## config.mk

```make
export PLATFORM = sky130hd
export DESIGN_NAME = booth_r4_mac_seq
export DESIGN_NICKNAME = d
export VERILOG_FILES = /design/src/rtl/booth_mac_pkg.sv /design/src/rtl/booth_r4_digit_enc.sv /design/src/rtl/booth_r4_mac_seq.sv
export SDC_FILE = /design/constraint.sdc
export NUM_CORES = 1
export LEC_CHECK = 0
export CELL_PAD_IN_SITES_DETAIL_PLACEMENT = 1
export CELL_PAD_IN_SITES_GLOBAL_PLACEMENT = 1
export CORE_ASPECT_RATIO = 1.75
export CORE_MARGIN = 3
export CORE_UTILIZATION = 45
export CTS_BUF_LIST = sky130_fd_sc_hd__clkbuf_8
export CTS_CLUSTER_DIAMETER = 100
export DETAILED_ROUTE_END_ITERATION = 10
export GPL_ROUTABILITY_DRIVEN = 0
export PLACE_DENSITY = 0.83
export SLEW_MARGIN = 40
export SYNTH_ARGS = -nofsm -noshare
export SYNTH_HDL_FRONTEND = slang
export SYNTH_SLANG_ARGS = --single-unit
```

## constraint.sdc

```tcl
create_clock -name clk -period 4.1 [get_ports clk]
set_clock_uncertainty 0.2 [all_clocks]
set_input_delay 0.41 -clock clk [delete_from_list [all_inputs] [get_ports clk]]
set_output_delay 0.41 -clock clk [all_outputs]
set_load 0.05 [all_outputs]
```

## src/rtl/booth_mac_pkg.sv

```systemverilog
// rtl/booth_mac_pkg.sv - shared types and helpers for the radix-4 Booth MAC
package booth_mac_pkg;

  typedef enum logic [1:0] {
    IDLE = 2'd0,
    CALC = 2'd1,
    ACC  = 2'd2,
    DONE = 2'd3
  } mac_state_t;

  // Magnitude of a recoded Booth digit; the sign travels separately.
  typedef enum logic [1:0] {
    DIG_ZERO = 2'b00,
    DIG_ONE  = 2'b01,
    DIG_TWO  = 2'b10
  } dig_mag_t;

  localparam logic DIG_NEG = 1'b1;

  // Radix-4 digits needed to cover a W-bit operand extended to W+2 bits.
  function automatic int digit_count(input int w);
    return w / 2 + 1;
  endfunction

endpackage

```

## src/rtl/booth_r4_digit_enc.sv

```systemverilog
// rtl/booth_r4_digit_enc.sv - radix-4 Booth triplet recoder
module booth_r4_digit_enc
  import booth_mac_pkg::*;
(
  input  logic [2:0] triplet,
  output logic       sel1x,
  output logic       sel2x,
  output logic       neg
);

  dig_mag_t mag;

  // Map {b[2i+1], b[2i], b[2i-1]} to a signed digit in {-2..+2}.
  always_comb begin
    mag = DIG_ZERO;
    neg = 1'b0;
    unique case (triplet)
      3'b001, 3'b010: mag = DIG_ONE;
      3'b011:         mag = DIG_TWO;
      3'b100: begin
        mag = DIG_TWO;
        neg = DIG_NEG;
      end
      3'b101, 3'b110: begin
        mag = DIG_ONE;
        neg = DIG_NEG;
      end
      default:        mag = DIG_ZERO;
    endcase
  end

  assign sel1x = (mag == DIG_ONE);
  assign sel2x = (mag == DIG_TWO);

endmodule

```

## src/rtl/booth_r4_mac_seq.sv

```systemverilog
// rtl/booth_r4_mac_seq.sv - iterative radix-4 Booth multiply-accumulate unit
module booth_r4_mac_seq
  import booth_mac_pkg::*;
#(
  parameter int W     = 8,
  parameter int ACC_W = 2 * W + 8,
  parameter int SAT   = 1
) (
  input  logic             clk,
  input  logic             rst_n,
  input  logic             in_valid,
  output logic             in_ready,
  input  logic [W-1:0]     a,
  input  logic [W-1:0]     b,
  input  logic             is_signed,
  input  logic             acc_en,
  input  logic             acc_clr,
  output logic             out_valid,
  input  logic             out_ready,
  output logic [ACC_W-1:0] result,
  output logic             overflow
);

  localparam int D  = digit_count(W);
  localparam int XW = W + 2;
  localparam int PW = 2 * W + 4;
  localparam int CW = $clog2(D + 1);
  localparam logic [ACC_W-1:0] ACC_MAX = {1'b0, {(ACC_W-1){1'b1}}};
  localparam logic [ACC_W-1:0] ACC_MIN = {1'b1, {(ACC_W-1){1'b0}}};

  mac_state_t state_q, state_d;

  // Multiplicand pre-shifted to the weight of the current digit.
  logic [PW-1:0]    a_sh_q, a_sh_d;
  // {b_ext, b[-1]} shifted right two bits per digit; [2:0] is the live triplet.
  logic [XW:0]      b_sh_q, b_sh_d;
  logic [PW-1:0]    prod_q, prod_d;
  logic [CW-1:0]    cnt_q, cnt_d;
  logic             en_q, en_d;
  logic             clr_q, clr_d;
  logic [ACC_W-1:0] acc_q, acc_d;
  logic [ACC_W-1:0] result_q, result_d;
  logic             overflow_q, overflow_d;

  logic             accept;
  logic             sel1x, sel2x, neg;
  logic [XW-1:0]    a_ext, b_ext;
  logic [PW-1:0]    mag, addend;
  logic [ACC_W-1:0] p_ext, base, sum;
  logic             ovf_now;

  booth_r4_digit_enc u_enc (
    .triplet (b_sh_q[2:0]),
    .sel1x   (sel1x),
    .sel2x   (sel2x),
    .neg     (neg)
  );

  assign accept = in_valid & in_ready;
  assign a_ext  = {{2{is_signed & a[W-1]}}, a};
  assign b_ext  = {{2{is_signed & b[W-1]}}, b};

  // Negative digits use one's complement here; the +1 is the carry-in below.
  assign mag    = sel2x ? {a_sh_q[PW-2:0], 1'b0} : (sel1x ? a_sh_q : '0);
  assign addend = neg ? ~mag : mag;

  // Bring the product to accumulator width (sign-extend or drop redundant sign bits).
  if (ACC_W > PW) begin : g_p_wide
    assign p_ext = {{(ACC_W-PW){prod_q[PW-1]}}, prod_q};
  end else if (ACC_W == PW) begin : g_p_equal
    assign p_ext = prod_q;
  end else begin : g_p_narrow
    assign p_ext = prod_q[ACC_W-1:0];
  end

  assign base    = clr_q ? '0 : acc_q;
  assign sum     = base + p_ext;
  assign ovf_now = (base[ACC_W-1] == p_ext[ACC_W-1]) && (sum[ACC_W-1] != base[ACC_W-1]);

  // State register.
  always_ff @(posedge clk or negedge rst_n) begin
    if (!rst_n) state_q <= IDLE;
    else        state_q <= state_d;
  end

  // Next-state logic.
  always_comb begin
    state_d = state_q;
    unique case (state_q)
      IDLE: if (accept) state_d = CALC;
      CALC: if (cnt_q == CW'(D - 1)) state_d = ACC;
      ACC:  state_d = DONE;
      DONE: if (out_ready) state_d = IDLE;
      default: state_d = IDLE;
    endcase
  end

  // Handshake outputs decoded from state.
  always_comb begin
    in_ready  = (state_q == IDLE);
    out_valid = (state_q == DONE);
  end

  // Datapath next values: capture, digit iteration and accumulate.
  always_comb begin
    a_sh_d     = a_sh_q;
    b_sh_d     = b_sh_q;
    prod_d     = prod_q;
    cnt_d      = cnt_q;
    en_d       = en_q;
    clr_d      = clr_q;
    acc_d      = acc_q;
    result_d   = result_q;
    overflow_d = overflow_q;
    unique case (state_q)
      IDLE: begin
        if (accept) begin
          a_sh_d = {{(PW-XW){a_ext[XW-1]}}, a_ext};
          b_sh_d = {b_ext, 1'b0};
          prod_d = '0;
          cnt_d  = '0;
          en_d   = acc_en;
          clr_d  = acc_clr;
          if (acc_clr) overflow_d = 1'b0;
        end
      end
      CALC: begin
        prod_d = prod_q + addend + {{(PW-1){1'b0}}, neg};
        a_sh_d = {a_sh_q[PW-3:0], 2'b00};
        b_sh_d = {2'b00, b_sh_q[XW:2]};
        cnt_d  = cnt_q + CW'(1);
      end
      ACC: begin
        if (en_q) begin
          if (ovf_now && (SAT != 0)) acc_d = base[ACC_W-1] ? ACC_MIN : ACC_MAX;
          else                       acc_d = sum;
          overflow_d = overflow_q | ovf_now;
          result_d   = acc_d;
        end else begin
          result_d = p_ext;
          if (clr_q) acc_d = '0;
        end
      end
      default: ;
    endcase
  end

  // Datapath registers.
  always_ff @(posedge clk or negedge rst_n) begin
    if (!rst_n) begin
      a_sh_q     <= '0;
      b_sh_q     <= '0;
      prod_q     <= '0;
      cnt_q      <= '0;
      en_q       <= 1'b0;
      clr_q      <= 1'b0;
      acc_q      <= '0;
      result_q   <= '0;
      overflow_q <= 1'b0;
    end else begin
      a_sh_q     <= a_sh_d;
      b_sh_q     <= b_sh_d;
      prod_q     <= prod_d;
      cnt_q      <= cnt_d;
      en_q       <= en_d;
      clr_q      <= clr_d;
      acc_q      <= acc_d;
      result_q   <= result_d;
      overflow_q <= overflow_d;
    end
  end

  assign result   = result_q;
  assign overflow = overflow_q;

endmodule

```

# Word-level counts from Yosys, hierarchy flattened
# Cells that the tools add are included.
word_totals:
  reg_bits: 107
  latch_bits: 0
  ramBits: 0
  rom_bits: 0
  inputBits: 23
  output_inout_bits: 27
  memories: 0
op_classes:
  n_addsub: 4
  mul: 0
  div_mod_pow: 0
  n_lt_le_gt_ge: 0
  n_eq_ne: 19
  shifts: 0
  mux: 26
  bitwise: 5
  reduce_logical: 11
op_table:
  columns: ["op", "count"]
  rows:
  - ["$mux W24", 5]
  - ["$mux W20", 5]
  - ["$pmux W20 S2", 2]
  - ["$add A24 B24 Y24", 1]
  - ["$pmux W11 S2", 1]
  - ["$add A20 B1 Y20", 1]
  - ["$add A20 B20 Y20", 1]
  - ["$not A20 Y20", 1]
  - ["$eq A3 B3 Y1 const B", 4]
  - ["$mux W11", 1]
  - ["$pmux W2 S4", 1]
  - ["$eq A2 B2 Y1 const B", 3]
  - ["$eq A3 B2 Y1 const B", 2]
  - ["$mux W2", 3]
  - ["$ne A2 B1 Y1 const B", 3]
  - ["$pmux W3 S2", 1]
  - ["$eq A2 B1 Y1 const B", 2]
  - ["$mux W1", 4]
  - ["$ne A2 B2 Y1 const B", 2]
  - ["$pmux W2 S2", 1]
  - ["$reduce_and A2 Y1", 2]
  - ["$reduce_and A4 Y1", 1]
  - ["$reduce_bool A2 Y1", 2]
  - ["$reduce_or A4 Y1", 1]
  - ["other kinds (13)", 15]

# Logic depth before layout (Yosys ltp)
# Gate-level depths: netlist of run 1.
depth:
  ltp_word: 11
  ltp_mapped: 15
  mapped_depth_nobuf: 14

# Cells and area by module
# A second synthesis of run 1 with hierarchy kept.
hier_totals:
  cells_unflattened: 822
  area_unflattened_um2: 7159.4
modules_own_cells:
  columns: ["mod", "n_inst", "cells_per_inst", "area_per_inst_um2", "seq_area_each_um2"]
  rows:
  - ["booth_r4_mac_seq", 1, 817, 7128.1, 2652.5]
  - ["booth_r4_digit_enc", 1, 5, 31.3, 0.0]

# Worst setup path before layout of run 1
# OpenSTA, ideal clock, no wires.
synth_timing:
  path_kind: "register to register"
  startpoint: "reg b_sh_q[1]"
  endpoint: "reg prod_q[9]"
  setup_time_ps: 122
  t_arrival_ps: 3209
  required_time_ps: 3778
  setup_slack_ps: 569
  path_stages_with_launch: 13
  n_path_buf: 1
  synth_period_minus_slack_ps: 3531
  cell_sequence: "dfrtp_1 -> inv_1 -> ha_1 -> o31ai_1 -> buf_2 -> xor2_1 -> ha_1 -> and4_1 -> a221oi_2 -> nand2_1 -> a211o_1 -> a311o_1 -> a32o_1"
synth_via:
  elab_chain_len: 11
  elab_cells_between_ends: 20
  classes_between: "add/sub: 2; eq/ne: 8; mux: 6; bitwise: 1; reduce/logical: 3"
synth_lines:
  columns: ["element", "line_no", "text"]
  rows:
  - ["start, declared", "booth_r4_mac_seq.sv:36", "logic [XW:0] b_sh_q, b_sh_d;"]
  - ["start signal, assigned", "booth_r4_mac_seq.sv:162", "b_sh_q <= b_sh_d;"]
  - ["$eq A3 B1 Y1 (tied with other cells)", "booth_r4_digit_enc.sv:17", "unique case (triplet)"]
  - ["$reduce_or A4 Y1 (no source line) / $reduce_or A2 Y1 (equally long branches)", null, null]
  - ["$pmux W2 S2", "booth_r4_digit_enc.sv:17", null]
  - ["$eq A2 B1 Y1", "booth_r4_digit_enc.sv:32", "assign sel1x = (mag == DIG_ONE);"]
  - ["$mux W20 (2 in series)", "booth_r4_mac_seq.sv:64", "assign mag = sel2x ? {a_sh_q[PW-2:0], 1'b0} : (sel1x ? a_sh_q : '0);"]
  - ["$not A20 Y20", "booth_r4_mac_seq.sv:65", "assign addend = neg ? ~mag : mag;"]
  - ["$mux W20", "booth_r4_mac_seq.sv:65", null]
  - ["$add A20 B20 Y20", "booth_r4_mac_seq.sv:128", "prod_d = prod_q + addend + {{(PW-1){1'b0}}, neg};"]
  - ["$add A20 B1 Y20 *", "booth_r4_mac_seq.sv:128", null]
  - ["$pmux W20 S2 *", "booth_r4_mac_seq.sv:115", "unique case (state_q)"]
  - ["end signal, assigned", "booth_r4_mac_seq.sv:163", "prod_q <= prod_d;"]
  - ["end, declared", "booth_r4_mac_seq.sv:37", "logic [PW-1:0] prod_q, prod_d;"]
# Mark *: on every way between the ends. The rest lies on a longest branch, timed or not.
# A chain may end at the register's enable or synchronous reset.

# Worst setup path after layout of run 1
# Same ends and word-level chain as after synthesis.

==> metrics, run 1 <==
met3 usage=3.07%; crit share post-route=97.0%; Max FO, Critical Path=4; CTS Buf Count=9; Mapped Nets=919; synth top area cells=dfrtp_1 35%, ha_1 8.8%, nand2_1 5.0%, o21ai_0 4.9%, a22oi_1 3.5%; Slew Viols, Final=0; Synth Flop Type=dfrtp_1; Design Power=8.24 mW; Max Clock Freq=251 MHz; Tot GR Track Use=27.0%; Die ar.=0.0183 mm^2; fin nets=959; min cycle time layout=3.98 ns; reg-to-reg startpoint=b_sh_q[1]$_DFFE_PN0P_; RSZ-0062 raised after global routing=no; fin worst setup slack=0.121 ns; CP endpoint kind=register; Lkg Pwr=3.79 nW; buffer and inverter count on the worst path=3; crit start category=register; hold_sp=b_sh_q[4]$_DFFE_PN0P_; DRT iter0 DRCs=360; Post-synth EDFFs=0; CTS tree=yes; first-pass GRT wire length=39700 um; WP data arrival=4.05 ns; worst-path cell chain=inv_1, ha_1, buf_4, o31ai_4, buf_4, xor2_1, ha_1, and4_1, a221oi_2, nand2_1, a211o_1, a311o_1, a32o_1; Hold WS=0.294 ns; RR Endpoint=prod_q[9]$_DFFE_PN0P_; Rows=61; Buffers on Ports=49; setup TNS=0 ns; M1 GR Usage=27.2%; Mapped Area=0.00749 mm^2; vias in the first global route=7719; post-synthesis sequential area ratio=35.4%; Req. time, crit path=4.17 ns; Die Span X=104 um; Finished Cell Area=0.00847 mm^2; worst slew pin tran=0.741 ns; power per standard cell area=972 mW/mm^2; clk_lat worst skew=0.38 ns; Post-Synth Simple-Gate Area=16.2%; cell depth of the worst min-delay path=2; asr flop ratio synth=100%; htree depth=3; busiest grt layer=met2; Slew HR=50.4%; DP Wirelength=18600 um; grt ovf=0; layout cells sized above 1=8.80%; CTS Buffer Depth=2; Adder-Cell Fraction of Synth Area=9.38%; hold endpoint=b_sh_q[4]$_DFFE_PN0P_; Syn Area/Cell=8.91 um^2; Residual DRC=0; Non-Filler Instances=1106; Worst-path clk slew=0.10 ns; number of iterations in the first detailed-routing pass=5; maximum vdd drop=0.655 mV; CP delay by family, top=compound AO/OA/AOI/OAI gates; root buf cell=clkbuf_8; WS Path Type=register to register; met2 GRT Util=51.8%; FF-to-FF path depth=13; Core Region=0.0161 mm^2; antenna violations before repair=0; Initial Util=46.5%; WL final=24400 um; result of the run=completed; CTS Sinks=106; synth cell count leaders=106 x dfrtp_1, 100 x nand2_1, 74 x o21ai_0, 53 x ha_1, 40 x a21oi_1; yosys warns=0; Yosys cell types=76; P&R area growth vs syn=13.1%; total number of vias=6969; Hold WC Path Type=register to register; Core Util, Final=52.6%; chip height=177 um; XOR/XNOR share of the synthesized area=5.61%; DP Area=0.00821 mm^2; largest net degree at the start of global routing=78; largest stage delay on the critical path=0.41 ns; Antenna Nets Post-Route=0; most frequent cell after synthesis=dfrtp_1; Ant. Diodes=0; Reg2Reg Setup Slack=0.12 ns; Vias/cell=6.30; final number of hold-violating endpoints=0; largest family of logic cells by synthesized area=compound AO/OA/AOI/OAI gates; Max Cap Violations=0; IO Pins=50; pre-CTS setup slack=-0.163 ns; mux cell area share after synthesis=2.47%; cell taking the most area after synthesis=dfrtp_1; synthesized flop and latch total=106; Worst path slowest cell=dfrtp_1; Placed Instances=1087; wire length per cell after detailed routing=22.0 um; synthesized instance count=841; final setup fails=0; Synth top area share=35.4%; Synth Area in Compound Gates=26.0%
==> logic make-up after synthesis <==
group                      count (synthesis)
muxes                                     18
buffers and inverters                     79
DFF                                      106
adders and majority gates                 55
AOI/OAI and AO/OA                        284
xor gates and xnor gates                  48
and+or+nand+nor                          251
==> worst register-to-register path, stage by stage (launching register included) <==
cell and delay, ns:
dfrtp_1 0.41, inv_1 0.09, ha_1 0.22, buf_4 0.15, o31ai_4 0.32, buf_4 0.20
xor2_1 0.29, ha_1 0.33, and4_1 0.22, a221oi_2 0.31, nand2_1 0.14, a211o_1 0.35
a311o_1 0.37, a32o_1 0.26
==> routing by layer <==
layer / vias to the layer above / wire, um / part of all wire, %
met5: - / 0 / 0
met4: 0 / 1600 / 6.6
met3: 96 / 654 / 2.7
met2: 197 / 13300 / 54
met1: 3514 / 8830 / 36
li1: 3162 / - / -
==> report_power, final <==
group	total, mW	internal, mW	switching [mW]
registers	1.89	1.49	0.394
logic	5.63	2.06	3.57
clock network	0.720	0.333	0.387
total	8.24	3.88	4.35
==> sequential cells by signal (all words and copies together), names as in the netlist <==
register,count
a_sh_q,20
acc_q,24
b_sh_q,10
clr_q,1
cnt_q,3
en_q,1
overflow,1
prod_q,20
result,24
state_q,2
==> cell usage in the layout (no fill, tap or decap), drive strengths merged, types with 6 or more instances in the layout <==
cell,Yosys,layout
nand2,100,100
a21oi,41,41
nor2b,27,27
dfrtp,106,106
a211oi,6,6
nand3,34,34
o22ai,18,18
buf,16,25
xor2,26,26
nor2,39,39
xnor2,22,22
nor3,7,7
clkbuf,29,12
mux2i,14,14
o21ai,79,79
and3,9,9
nand2b,6,6
a22oi,35,35
clkdlybuf4s50,0,48
o211ai,36,36
and2,6,6
ha,53,53
a31oi,9,9
a21o,15,15
inv,34,35
==> worst max path at each step <==
| stage | startpoint | to | cells past startpoint |
|---|---|---|---|
| finish | b_sh_q[1]$_DFFE_PN0P_ | prod_q[9]$_DFFE_PN0P_ | 13 |
| global route | b_sh_q[0]$_DFFE_PN0P_ | prod_q[18]$_DFFE_PN0P_ | 14 |
| CTS | b_sh_q[1]$_DFFE_PN0P_ | prod_q[17]$_DFFE_PN0P_ | 14 |
| detailed placement | b_sh_q[1]$_DFFE_PN0P_ | prod_q[17]$_DFFE_PN0P_ | 13 |
| global placement | b_sh_q[1]$_DFFE_PN0P_ | prod_q[17]$_DFFE_PN0P_ | 13 |
| floorplan | b_sh_q[1]$_DFFE_PN0P_ | prod_q[9]$_DFFE_PN0P_ | 12 |
==> area by class of cell <==
type,instances,area [um^2]
Fill cell,1870,7630
Timing Repair Buffer,74,682
Clock buffer,12,165
Sequential cell,106,2650
Tap cell,220,275
Clock inverter,4,50.0
Multi-Input combinational cell,656,4520
Inverter,34,128
==> timing repair <==
item / CTS / global route
pin swaps: 0 / 2
setup buffers: 0 / 2
hold endpoints to repair: 76 / 0
gates cloned: 0 / 0
hold buffers: 1 / 0
resized for setup: 2 / 4
setup endpoints to repair: 5 / 6
Note: power is estimated with default switching activity, not from simulation.
==> run 2: changes to the inputs <==
--- a/config.mk
+++ b/config.mk
@@ -9,12 +9,12 @@
 export CELL_PAD_IN_SITES_GLOBAL_PLACEMENT = 1
 export CORE_ASPECT_RATIO = 1.75
 export CORE_MARGIN = 3
-export CORE_UTILIZATION = 45
-export CTS_BUF_LIST = sky130_fd_sc_hd__clkbuf_8
+export CORE_UTILIZATION = 42
+export CTS_BUF_LIST = sky130_fd_sc_hd__clkbuf_16
 export CTS_CLUSTER_DIAMETER = 100
 export DETAILED_ROUTE_END_ITERATION = 10
 export GPL_ROUTABILITY_DRIVEN = 0
-export PLACE_DENSITY = 0.83
+export PLACE_DENSITY = 0.81
 export SLEW_MARGIN = 40
 export SYNTH_ARGS = -nofsm -noshare
 export SYNTH_HDL_FRONTEND = slang
==> constraint.sdc (replaced) <==
create_clock -name clk -period 3.4 [get_ports clk]
set_clock_uncertainty 0.2 [all_clocks]
set_input_delay 0.34 -clock clk [delete_from_list [all_inputs] [get_ports clk]]
set_output_delay 0.34 -clock clk [all_outputs]
set_load 0.05 [all_outputs]
==> metrics, run 2 (same netlist as run 1, synthesis figures left out) <==
wire length per cell after detailed routing=24.3 um (was 22.0 um); Hold WC Path Type=input port to asynchronous set/reset pin (was register to register); number of iterations in the first detailed-routing pass=5 (unchanged); RR Endpoint=prod_q[13]$_DFFE_PN0P_ (was prod_q[9]$_DFFE_PN0P_); Antenna Nets Post-Route=0 (unchanged); largest stage delay on the critical path=0.49 ns (was 0.41 ns); WL final=28900 um (was 24400 um); WS Path Type=register to register (unchanged); IO Pins=50 (unchanged); Req. time, crit path=3.50 ns (was 4.17 ns); commonest non-fill, non-tap cell in the layout=dfrtp_1 (unchanged); fin nets=1032 (was 959); CTS Sinks=106 (unchanged); fin worst setup slack=-0.328 ns (was 0.121 ns); Rows=64 (was 61); DP Wirelength=18600 um (about the same); P&R area growth vs syn=31.9% (was 13.1%); Fill cells=1943 (was 1870); chip height=183 um (was 177 um); Worst path slowest cell=a2111o_1 (was dfrtp_1); Max FO, Critical Path=6 (was 4); pre-CTS setup slack=-0.454 ns (was -0.163 ns); CTS tree=yes (unchanged); buffer and inverter count on the worst path=3 (unchanged); area of the multi-input gates=0.00512 mm^2 (was 0.00452 mm^2); Vias/cell=6.23 (was 6.30); reg-to-reg startpoint=b_sh_q[0]$_DFFE_PN0P_ (was b_sh_q[1]$_DFFE_PN0P_); root buf cell=clkbuf_16 (was clkbuf_8); grt ovf=0 (unchanged); WP data arrival=3.83 ns (was 4.05 ns); Non-Filler Instances=1190 (was 1106); CTS Buf Count=9 (unchanged); Slew HR=52.7% (was 50.4%); Die ar.=0.0195 mm^2 (was 0.0183 mm^2); total number of vias=7413 (was 6969); CP delay by family, top=compound AO/OA/AOI/OAI gates (unchanged); Core Region=0.0175 mm^2 (was 0.0161 mm^2); register area=0.00265 mm^2 (about the same); Slew Viols, Final=0 (unchanged); Finished Cell Area=0.00989 mm^2 (was 0.00847 mm^2); layout cells sized above 1=24.4% (was 8.80%); Tot GR Track Use=27.4% (was 27.0%); Ant. Diodes=0 (unchanged); crit start category=register (unchanged); Residual DRC=0 (unchanged); worst slew pin tran=0.708 ns (was 0.741 ns); failing checks=negative setup slack; Max Clock Freq=268 MHz (was 251 MHz); Initial Util=42.7% (was 46.5%); min cycle time layout=3.73 ns (was 3.98 ns); vias in the first global route=7983 (was 7719); commonest non-fill, non-tap cells in the layout=105 x dfrtp_1, 94 x nand2_1, 79 x buf_4, 63 x o21ai_0, 48 x clkdlybuf4s50_1 (was 106 x dfrtp_1, 100 x nand2_1, 72 x o21ai_0, 53 x ha_1, 48 x clkdlybuf4s50_1); htree depth=3 (unchanged); clk_lat worst skew=0.37 ns (was 0.38 ns); Max Cap Violations=0 (unchanged); Reg2Reg Setup Slack=-0.33 ns (was 0.12 ns); CTS Buffer Depth=2 (unchanged); first-pass GRT wire length=42000 um (was 39700 um); FF-to-FF path depth=15 (was 13); antenna violations before repair=0 (unchanged); final number of hold-violating endpoints=0 (unchanged); final setup fails=13 (was 0); DRT iter0 DRCs=402 (was 360); Die Span X=107 um (was 104 um); Worst-path clk slew=0.08 ns (was 0.10 ns); Buffers on Ports=49 (unchanged); largest net degree at the start of global routing=72 (was 78); crit share post-route=110% (was 97.0%); RSZ-0062 raised after global routing=yes (was no); result of the run=finished with violations (was completed); worst-path cell chain=inv_2, ha_4, mux2i_4, nor2_4, buf_4, a22oi_2, xor2_4, ha_4, buf_4, a221oi_4, nand2_2, a2111o_1, a31oi_4, nand4b_1, nand3_1 (was inv_1, ha_1, buf_4, o31ai_4, buf_4, xor2_1, ha_1, and4_1, a221oi_2, nand2_1, a211o_1, a311o_1, a32o_1); Placed Instances=1151 (was 1087); DP Area=0.00874 mm^2 (was 0.00821 mm^2); CP endpoint kind=register (unchanged)
run 2: routing by layer:
layer,up-vias,global-route usage [%],wire length [um]
li1,3291,-,-
met1,3736,28.8,10300
met2,256,51.4,15700
met3,130,3.47,1110
met4,0,15.8,1750
met5,-,0,0
run 2: through the flow:
step | setup TNS [ns] | utilization (%) | hold WS (ns)
after global routing | -4.04 | 56.4 | 0.316
final | -2.30 | 56.4 | 0.281
after floorplan | 0 | - | -0.156
after global placement | -0.858 | 49.8 | 0.138
after CTS | -0.609 | 53.6 | 0.287
after detailed placement | -2.85 | 49.9 | 0.143
run 2: repair_timing:
action | CTS | global route
setup endpoints to repair | 11 | 61
hold buffers | 1 | 0
hold endpoints to repair | 35 | 0
gates resized for setup | 45 | 82
setup buffers | 7 | 18
pin swaps | 19 | 41
cloned | 1 | 0
run 2: area by class of cell:
type / instances / area share, %
well taps: 231 / 2.92
flip-flops and latches: 106 / 26.8
clock buffers: 9 / 2.28
clock inverters: 7 / 0.797
multi-input cells: 656 / 51.8
inverters: 34 / 1.29
repair buffers: 147 / 14.0
run 2: worst max path at each step:
stage                           from  depth (start not counted)                      to  slack (ns)
2_1_floorplan  b_sh_q[0]$_DFFE_PN0P_                         12   prod_q[9]$_DFFE_PN0P_       0.004
3_3_place_gp   b_sh_q[1]$_DFFE_PN0P_                         17  prod_q[18]$_DFFE_PN0P_       -0.18
3_5_place_dp   b_sh_q[1]$_DFFE_PN0P_                         14  prod_q[17]$_DFFE_PN0P_       -0.45
4_1_cts        b_sh_q[1]$_DFFE_PN0P_                         16  prod_q[18]$_DFFE_PN0P_       -0.21
5_1_grt        b_sh_q[0]$_DFFE_PN0P_                         15  prod_q[13]$_DFFE_PN0P_       -0.44
6_report       b_sh_q[0]$_DFFE_PN0P_                         15  prod_q[13]$_DFFE_PN0P_       -0.33
Power of run 2 is not shown: default switching activity piles up to over one toggle a cycle in this logic, so the estimate is an artifact.
